$ cat config.mk
export PLATFORM = sky130hd
export DESIGN_NAME = wb_arbiter2_flat
export DESIGN_NICKNAME = d
export VERILOG_FILES = /design/src/rtl/wb_arbiter2_if.sv /design/src/rtl/wb_arbiter2.sv /design/src/flat_wrapper.sv
export SDC_FILE = /design/constraint.sdc
export NUM_CORES = 1
export LEC_CHECK = 0
export ABC_AREA = 0
export BUFFER_PORTS_ARGS = -buffer_cell sky130_fd_sc_hd__buf_2
export CELL_PAD_IN_SITES_DETAIL_PLACEMENT = 1
export CELL_PAD_IN_SITES_GLOBAL_PLACEMENT = 1
export CORE_AREA = 2 2 123 125
export CTS_CLUSTER_SIZE = 16
export DETAILED_ROUTE_END_ITERATION = 8
export DIE_AREA = 0 0 125 127
export PLACE_DENSITY_LB_ADDON = 0.1
export SYNTH_ARGS = -nofsm -noshare
export SYNTH_HDL_FRONTEND = slang
export SYNTH_SLANG_ARGS = --single-unit
$ cat constraint.sdc
create_clock -name i_clk -period 2.7 [get_ports i_clk]
set_input_delay 0.27 -clock i_clk [delete_from_list [all_inputs] [get_ports i_clk]]
set_output_delay 0.27 -clock i_clk [all_outputs]
set_load 0.02 [all_outputs]
$ cat src/rtl/wb_arbiter2_if.sv
// Pipelined 32-bit Wishbone link between one bus master and one bus slave.
// Latency: none, this is a bundle of wires.
// Backpressure: the slave throttles the master through stall; completion is ack or err.
interface wb_arbiter2_if #(
  parameter int AW = 30
);
  // Request direction, master to slave
  logic          cyc;
  logic          stb;
  logic          we;
  logic [AW-1:0] addr;
  logic [31:0]   wr_dat;
  logic [3:0]    sel;

  // Response direction, slave to master
  logic          stall;
  logic          ack;
  logic          err;
  logic [31:0]   rd_dat;

  // The master side drives the request and consumes the response
  modport master (
    output cyc, stb, we, addr, wr_dat, sel,
    input  stall, ack, err, rd_dat
  );

  // The slave side consumes the request and drives the response
  modport slave (
    input  cyc, stb, we, addr, wr_dat, sel,
    output stall, ack, err, rd_dat
  );
endinterface

$ cat src/rtl/wb_arbiter2.sv
// Two-master to one-slave Wishbone arbiter with round-robin grant and a bus watchdog.
// Latency: a request seen in cycle N is granted in cycle N+1; once granted, the path is combinational.
// Backpressure: the non-owner is held stalled; the owner sees the slave's stall directly.
module wb_arbiter2 #(
  parameter int AW      = 30,
  parameter int TIMEOUT = 255
) (
  input  logic          i_clk,
  input  logic          i_reset,
  wb_arbiter2_if.slave  a_bus,
  wb_arbiter2_if.slave  b_bus,
  wb_arbiter2_if.master wb_bus
);

  // The watchdog never counts past TIMEOUT-1, so this width always holds it.
  localparam int CW = $clog2(TIMEOUT + 1);

  typedef enum logic [1:0] {
    IDLE  = 2'd0,
    GNT_A = 2'd1,
    GNT_B = 2'd2,
    ABORT = 2'd3
  } state_t;

  state_t        state;
  // Last master granted. It also names the owner while in GNT_x or ABORT,
  // because it is updated on every entry to GNT_x.
  logic          last_b;
  logic [CW-1:0] wd_cnt;

  logic          owner_cyc;
  logic          granted;
  logic          grant_cyc;
  logic          wb_busy;
  logic          timeout_hit;
  logic [AW-1:0] addr_mux;

  // Cycle line of the current (or aborted) owner.
  always_comb begin
    owner_cyc = last_b ? b_bus.cyc : a_bus.cyc;
  end

  // Slave-side busy: a granted cycle that has not been answered this cycle.
  // The timeout fires in the busy cycle that would take the count to TIMEOUT,
  // so the owner sees the error in that same cycle and the bus drops on the next.
  always_comb begin
    granted     = (state == GNT_A) || (state == GNT_B);
    grant_cyc   = granted && owner_cyc;
    wb_busy     = grant_cyc && !wb_bus.ack && !wb_bus.err;
    timeout_hit = wb_busy && (wd_cnt == CW'(TIMEOUT - 1));
  end

  // Route the owner's request to the slave and the slave's response back to the owner;
  // everyone else sees a stalled, silent bus.
  always_comb begin
    wb_bus.cyc    = 1'b0;
    wb_bus.stb    = 1'b0;
    wb_bus.we     = 1'b0;
    wb_bus.wr_dat = 32'h0;
    wb_bus.sel    = 4'h0;
    addr_mux      = '0;

    a_bus.stall   = 1'b1;
    a_bus.ack     = 1'b0;
    a_bus.err     = 1'b0;
    b_bus.stall   = 1'b1;
    b_bus.ack     = 1'b0;
    b_bus.err     = 1'b0;

    // Read data fans out unconditionally; it is qualified by ack at the master.
    a_bus.rd_dat  = wb_bus.rd_dat;
    b_bus.rd_dat  = wb_bus.rd_dat;

    case (state)
      GNT_A: begin
        wb_bus.cyc    = a_bus.cyc;
        wb_bus.stb    = a_bus.stb;
        wb_bus.we     = a_bus.we;
        wb_bus.wr_dat = a_bus.wr_dat;
        wb_bus.sel    = a_bus.sel;
        addr_mux      = a_bus.addr;
        a_bus.stall   = wb_bus.stall;
        a_bus.ack     = wb_bus.ack;
        a_bus.err     = wb_bus.err || timeout_hit;
      end
      GNT_B: begin
        wb_bus.cyc    = b_bus.cyc;
        wb_bus.stb    = b_bus.stb;
        wb_bus.we     = b_bus.we;
        wb_bus.wr_dat = b_bus.wr_dat;
        wb_bus.sel    = b_bus.sel;
        addr_mux      = b_bus.addr;
        b_bus.stall   = wb_bus.stall;
        b_bus.ack     = wb_bus.ack;
        b_bus.err     = wb_bus.err || timeout_hit;
      end
      default: begin
        // IDLE and ABORT: slave sees no cycle, late slave responses are dropped.
      end
    endcase

    wb_bus.addr = addr_mux;
  end

  // Grant state machine, round-robin pointer and watchdog counter.
  always_ff @(posedge i_clk) begin
    if (i_reset) begin
      state  <= IDLE;
      last_b <= 1'b1;
      wd_cnt <= '0;
    end else begin
      if (!wb_busy || timeout_hit) begin
        wd_cnt <= '0;
      end else begin
        wd_cnt <= wd_cnt + CW'(1);
      end

      case (state)
        IDLE: begin
          // Decision uses only registered state plus this cycle's requests,
          // so the grant always appears one cycle after the request.
          if (a_bus.cyc && (!b_bus.cyc || last_b)) begin
            state  <= GNT_A;
            last_b <= 1'b0;
          end else if (b_bus.cyc) begin
            state  <= GNT_B;
            last_b <= 1'b1;
          end
        end
        GNT_A, GNT_B: begin
          // Always pass through IDLE between grants, even with the other master waiting.
          if (!owner_cyc) begin
            state <= IDLE;
          end else if (timeout_hit) begin
            state <= ABORT;
          end
        end
        ABORT: begin
          if (!owner_cyc) begin
            state <= IDLE;
          end
        end
        default: begin
          state <= IDLE;
        end
      endcase
    end
  end

endmodule

$ cat src/flat_wrapper.sv
// flat-port wrapper written by rule: the top's interface ports become plain ports
module wb_arbiter2_flat 
#(
  parameter int AW      = 30,
  parameter int TIMEOUT = 255
)
  (i_clk, i_reset, a_bus_cyc, a_bus_stb, a_bus_we, a_bus_addr, a_bus_wr_dat, a_bus_sel, a_bus_stall, a_bus_ack, a_bus_err, a_bus_rd_dat, b_bus_cyc, b_bus_stb, b_bus_we, b_bus_addr, b_bus_wr_dat, b_bus_sel, b_bus_stall, b_bus_ack, b_bus_err, b_bus_rd_dat, wb_bus_cyc, wb_bus_stb, wb_bus_we, wb_bus_addr, wb_bus_wr_dat, wb_bus_sel, wb_bus_stall, wb_bus_ack, wb_bus_err, wb_bus_rd_dat);
  wb_arbiter2_if #(.AW(AW)) a_bus_i ();
  wb_arbiter2_if #(.AW(AW)) b_bus_i ();
  wb_arbiter2_if #(.AW(AW)) wb_bus_i ();
  input  logic i_clk;
  input  logic i_reset;
  input wire logic [$bits(a_bus_i.cyc)-1:0] a_bus_cyc;
  input wire logic [$bits(a_bus_i.stb)-1:0] a_bus_stb;
  input wire logic [$bits(a_bus_i.we)-1:0] a_bus_we;
  input wire logic [$bits(a_bus_i.addr)-1:0] a_bus_addr;
  input wire logic [$bits(a_bus_i.wr_dat)-1:0] a_bus_wr_dat;
  input wire logic [$bits(a_bus_i.sel)-1:0] a_bus_sel;
  output wire logic [$bits(a_bus_i.stall)-1:0] a_bus_stall;
  output wire logic [$bits(a_bus_i.ack)-1:0] a_bus_ack;
  output wire logic [$bits(a_bus_i.err)-1:0] a_bus_err;
  output wire logic [$bits(a_bus_i.rd_dat)-1:0] a_bus_rd_dat;
  input wire logic [$bits(b_bus_i.cyc)-1:0] b_bus_cyc;
  input wire logic [$bits(b_bus_i.stb)-1:0] b_bus_stb;
  input wire logic [$bits(b_bus_i.we)-1:0] b_bus_we;
  input wire logic [$bits(b_bus_i.addr)-1:0] b_bus_addr;
  input wire logic [$bits(b_bus_i.wr_dat)-1:0] b_bus_wr_dat;
  input wire logic [$bits(b_bus_i.sel)-1:0] b_bus_sel;
  output wire logic [$bits(b_bus_i.stall)-1:0] b_bus_stall;
  output wire logic [$bits(b_bus_i.ack)-1:0] b_bus_ack;
  output wire logic [$bits(b_bus_i.err)-1:0] b_bus_err;
  output wire logic [$bits(b_bus_i.rd_dat)-1:0] b_bus_rd_dat;
  output wire logic [$bits(wb_bus_i.cyc)-1:0] wb_bus_cyc;
  output wire logic [$bits(wb_bus_i.stb)-1:0] wb_bus_stb;
  output wire logic [$bits(wb_bus_i.we)-1:0] wb_bus_we;
  output wire logic [$bits(wb_bus_i.addr)-1:0] wb_bus_addr;
  output wire logic [$bits(wb_bus_i.wr_dat)-1:0] wb_bus_wr_dat;
  output wire logic [$bits(wb_bus_i.sel)-1:0] wb_bus_sel;
  input wire logic [$bits(wb_bus_i.stall)-1:0] wb_bus_stall;
  input wire logic [$bits(wb_bus_i.ack)-1:0] wb_bus_ack;
  input wire logic [$bits(wb_bus_i.err)-1:0] wb_bus_err;
  input wire logic [$bits(wb_bus_i.rd_dat)-1:0] wb_bus_rd_dat;
  assign a_bus_i.cyc = a_bus_cyc;
  assign a_bus_i.stb = a_bus_stb;
  assign a_bus_i.we = a_bus_we;
  assign a_bus_i.addr = a_bus_addr;
  assign a_bus_i.wr_dat = a_bus_wr_dat;
  assign a_bus_i.sel = a_bus_sel;
  assign a_bus_stall = a_bus_i.stall;
  assign a_bus_ack = a_bus_i.ack;
  assign a_bus_err = a_bus_i.err;
  assign a_bus_rd_dat = a_bus_i.rd_dat;
  assign b_bus_i.cyc = b_bus_cyc;
  assign b_bus_i.stb = b_bus_stb;
  assign b_bus_i.we = b_bus_we;
  assign b_bus_i.addr = b_bus_addr;
  assign b_bus_i.wr_dat = b_bus_wr_dat;
  assign b_bus_i.sel = b_bus_sel;
  assign b_bus_stall = b_bus_i.stall;
  assign b_bus_ack = b_bus_i.ack;
  assign b_bus_err = b_bus_i.err;
  assign b_bus_rd_dat = b_bus_i.rd_dat;
  assign wb_bus_cyc = wb_bus_i.cyc;
  assign wb_bus_stb = wb_bus_i.stb;
  assign wb_bus_we = wb_bus_i.we;
  assign wb_bus_addr = wb_bus_i.addr;
  assign wb_bus_wr_dat = wb_bus_i.wr_dat;
  assign wb_bus_sel = wb_bus_i.sel;
  assign wb_bus_i.stall = wb_bus_stall;
  assign wb_bus_i.ack = wb_bus_ack;
  assign wb_bus_i.err = wb_bus_err;
  assign wb_bus_i.rd_dat = wb_bus_rd_dat;
  wb_arbiter2 #(.AW(AW), .TIMEOUT(TIMEOUT)) u_core (.i_clk(i_clk), .i_reset(i_reset), .a_bus(a_bus_i), .b_bus(b_bus_i), .wb_bus(wb_bus_i));
endmodule
==> impl_metrics.toml <==
[setup_path]
crit_fanout = 54
critPathRequiredTime_ns = 2.43
start_kind = "flop"
reg2regPathDepth = 6
endpoint_kind = "output pin"
critPathArrivalTime_ns = 1.95
r2r_start = "u_core.state[0]$_SDFFE_PP0P_"
cp-startpoint = "u_core.state[0]$_SDFFE_PP0P_"
path_class = "reg2out"

[drt]
dr.pass1.iters = 4
drt_iter0_markers = 105
avgViaCountPerCell = 4.27
drtAntennaViolNets = 0
post_drt_wl_per_cell_um = 17.0
vias = 2683
routed_wl_um = 10700
drc = 0

[synthesis]
yosys.cell_types.count = 35
yosys_warnings = 0
syn-cell-area_um2 = 2040
avgSynthCellArea_um2 = 6.63
syn-num-nets = 489
syn_inst = 307
ys_seq_area_frac = 0.108
ys_ff_latch = 11

[grt]
grt_overflow_total = 0
grt_pass1_vias = 2812
antenna_found_initial = 0
grt_pass1_wl_um = 15800
grt_start_max_net_pins = 56
track_usage = 0.123

[cts]
cts_resized = 0
post-cts-setup-buffer-count = 0
cts.clk_slew.worst_paths_ns = 0.04
clk_latency_ns = 0.24
root_buffer = "clkbuf_16"
clkSinkCount = 11
cts_buffers = 3
clockBufferDepth = 2
htree_levels = 1
cts_tree = "yes"
cts_hold_buf = 0

[floorplan]
dieArea_um2 = 15900
io_pins = 314
die_x_um = 125
fp-row-count = 44
die_y_um = 127
initial_core_util = 0.141
core_um2 = 14400

[min_path]
hp-start = "i_reset"
hp-class = "in2reg"
min_path_cells = 2

[timing]
grt_setup_unrepaired = "false"
hold_viol = 0
fin_skew_ns = 0.00610
drv_slew = 0
max_slew_margin = 0.694
worstMarginPinSlew_ns = 0.459
tns_ns = 0
post-route-min-period_ns = 2.22
final.period_utilization = 0.821
finalSetupViolations = 0
max_freq_mhz = 451

[placement]
dp_hpwl_um = 8710
gp_congestion = 0.869
portBuffers = 217

[layout]
mostFrequentLayoutCells = "buf_2 (217), nor2_1 (79), a22oi_1 (69)"
final_common_cell = "buf_2"
layout-drive-gt1-share = 0.526
area_delta_synth_final_pct = 43.7
n_antenna_cell = 0
fin_nets = 628

[run_status]
status = "completed"

[run]
cap_viol_max_count = 0

[power_and_ir_drop]
p_leak_nw = 1.46
power_density_nw_per_um2 = 815
p_total_mw = 2.38
ir_drop_uv = 248
-- cells in the mapped netlist --
library cell / n / area, um2
or3_1: 1 / 6.26
nor3b_1: 1 / 7.51
a31oi_1: 1 / 6.26
nand4b_1: 1 / 8.76
a22oi_1: 69 / 518
and4_1: 1 / 8.76
o21ai_0: 2 / 10.0
buf_1: 1 / 3.75
o21a_1: 1 / 7.51
a211o_1: 1 / 8.76
mux2_2: 3 / 33.8
and2_1: 2 / 12.5
nand2_1: 5 / 18.8
nand4_1: 1 / 6.26
nand3_1: 4 / 20.0
or2_2: 1 / 6.26
nor2b_1: 3 / 18.8
dfxtp_1: 11 / 220
a21o_1: 1 / 7.51
inv_1: 5 / 18.8
nand3b_1: 1 / 7.51
nand2b_1: 3 / 18.8
clkinv_1: 1 / 3.75
buf_4: 64 / 480
o22ai_2: 1 / 12.5
a21oi_1: 6 / 30.0
o21ba_2: 1 / 10.0
xor2_1: 2 / 17.5
nor2_1: 79 / 297
xnor2_1: 2 / 17.5
or2b_1: 1 / 7.51
clkbuf_1: 22 / 82.6
ha_1: 7 / 87.6
or4_1: 1 / 7.51
o211ai_1: 1 / 7.51
-- through the flow --
| stage | hold slack [ns] | area (um2) | worst slack (ns) | util | instances |
|---|---|---|---|---|---|
| finish | 0.334 | 2930 | 0.483 | 0.203 | 629 |
| global route | 0.345 | 2930 | 0.299 | 0.203 | 629 |
| CTS | 0.338 | 2930 | 0.460 | 0.203 | 629 |
| detailed placement | 0.484 | 2850 | 0.715 | 0.197 | 625 |
| global placement | 0.474 | 2850 | 0.762 | 0.197 | 625 |
| floorplan | 0.377 | 2040 | 0.802 | - | 307 |
-- critical path, cell delays in order (launching register included) --
cell and delay [ns]:
dfxtp_1 0.32, inv_1 0.13, ha_2 0.47, buf_12 0.30, a22oi_1 0.14, nor2_1 0.12
buf_2 0.19
-- sequential cells by signal, summed over array words and instances (netlist names) --
name           flops
u_core.wd_cnt      8
u_core.state       2
u_core.last_b      1
-- power by group --
group / internal (mW) / switching [mW] / total, mW
clock network: 0.197 / 0.0834 / 0.281
registers: 0.181 / 0.0199 / 0.201
logic: 0.645 / 1.26 / 1.90
-- routing by layer --
layer | up-vias | part of all wire | global-route usage
met2 | 134 | 0.54 | 0.237
li1 | 1283 | - | -
met4 | 0 | 0.038 | 0.0503
met5 | - | 0 | 0
met3 | 41 | 0.070 | 0.0226
met1 | 1225 | 0.35 | 0.132
-- kinds of logic (layout without fill, tap and decap cells) --
group                    Yosys count  in the layout  share of synthesized area
AO/OA/AOI/OAI                     84             84                      0.304
XOR/XNOR                           4              4                     0.0172
adder cells (fa/ha/maj)            7              7                     0.0430
buffers and inverters             93            231                      0.289
flip-flops                        11             11                      0.108
multiplexers                       3              3                     0.0166
AND/OR/NAND/NOR                  105            105                      0.222
-- layout make-up --
| cell class | count | area [um2] |
|---|---|---|
| timing repair buffer | 221 | 1140 |
| tap | 184 | 230 |
| multi-input combinational | 203 | 1230 |
| clock buffer | 3 | 75.1 |
| inverter | 6 | 22.5 |
| clock inverter | 1 | 5.00 |
| sequential | 11 | 220 |
| fill | 1857 | 11500 |
-- final timing paths --
| path | endpoint | slack [ns] |
|---|---|---|
| setup / recovery | wb_bus_wr_dat[16] | 0.48 |
| hold / removal | u_core.last_b$_SDFFE_PP1P_ | 0.33 |
| setup reg to reg | u_core.state[1]$_SDFFE_PP0P_ | 0.76 |
| hold reg to reg | u_core.wd_cnt[6]$_SDFF_PP0_ | 0.49 |
Power figures use the tool's default switching activity.
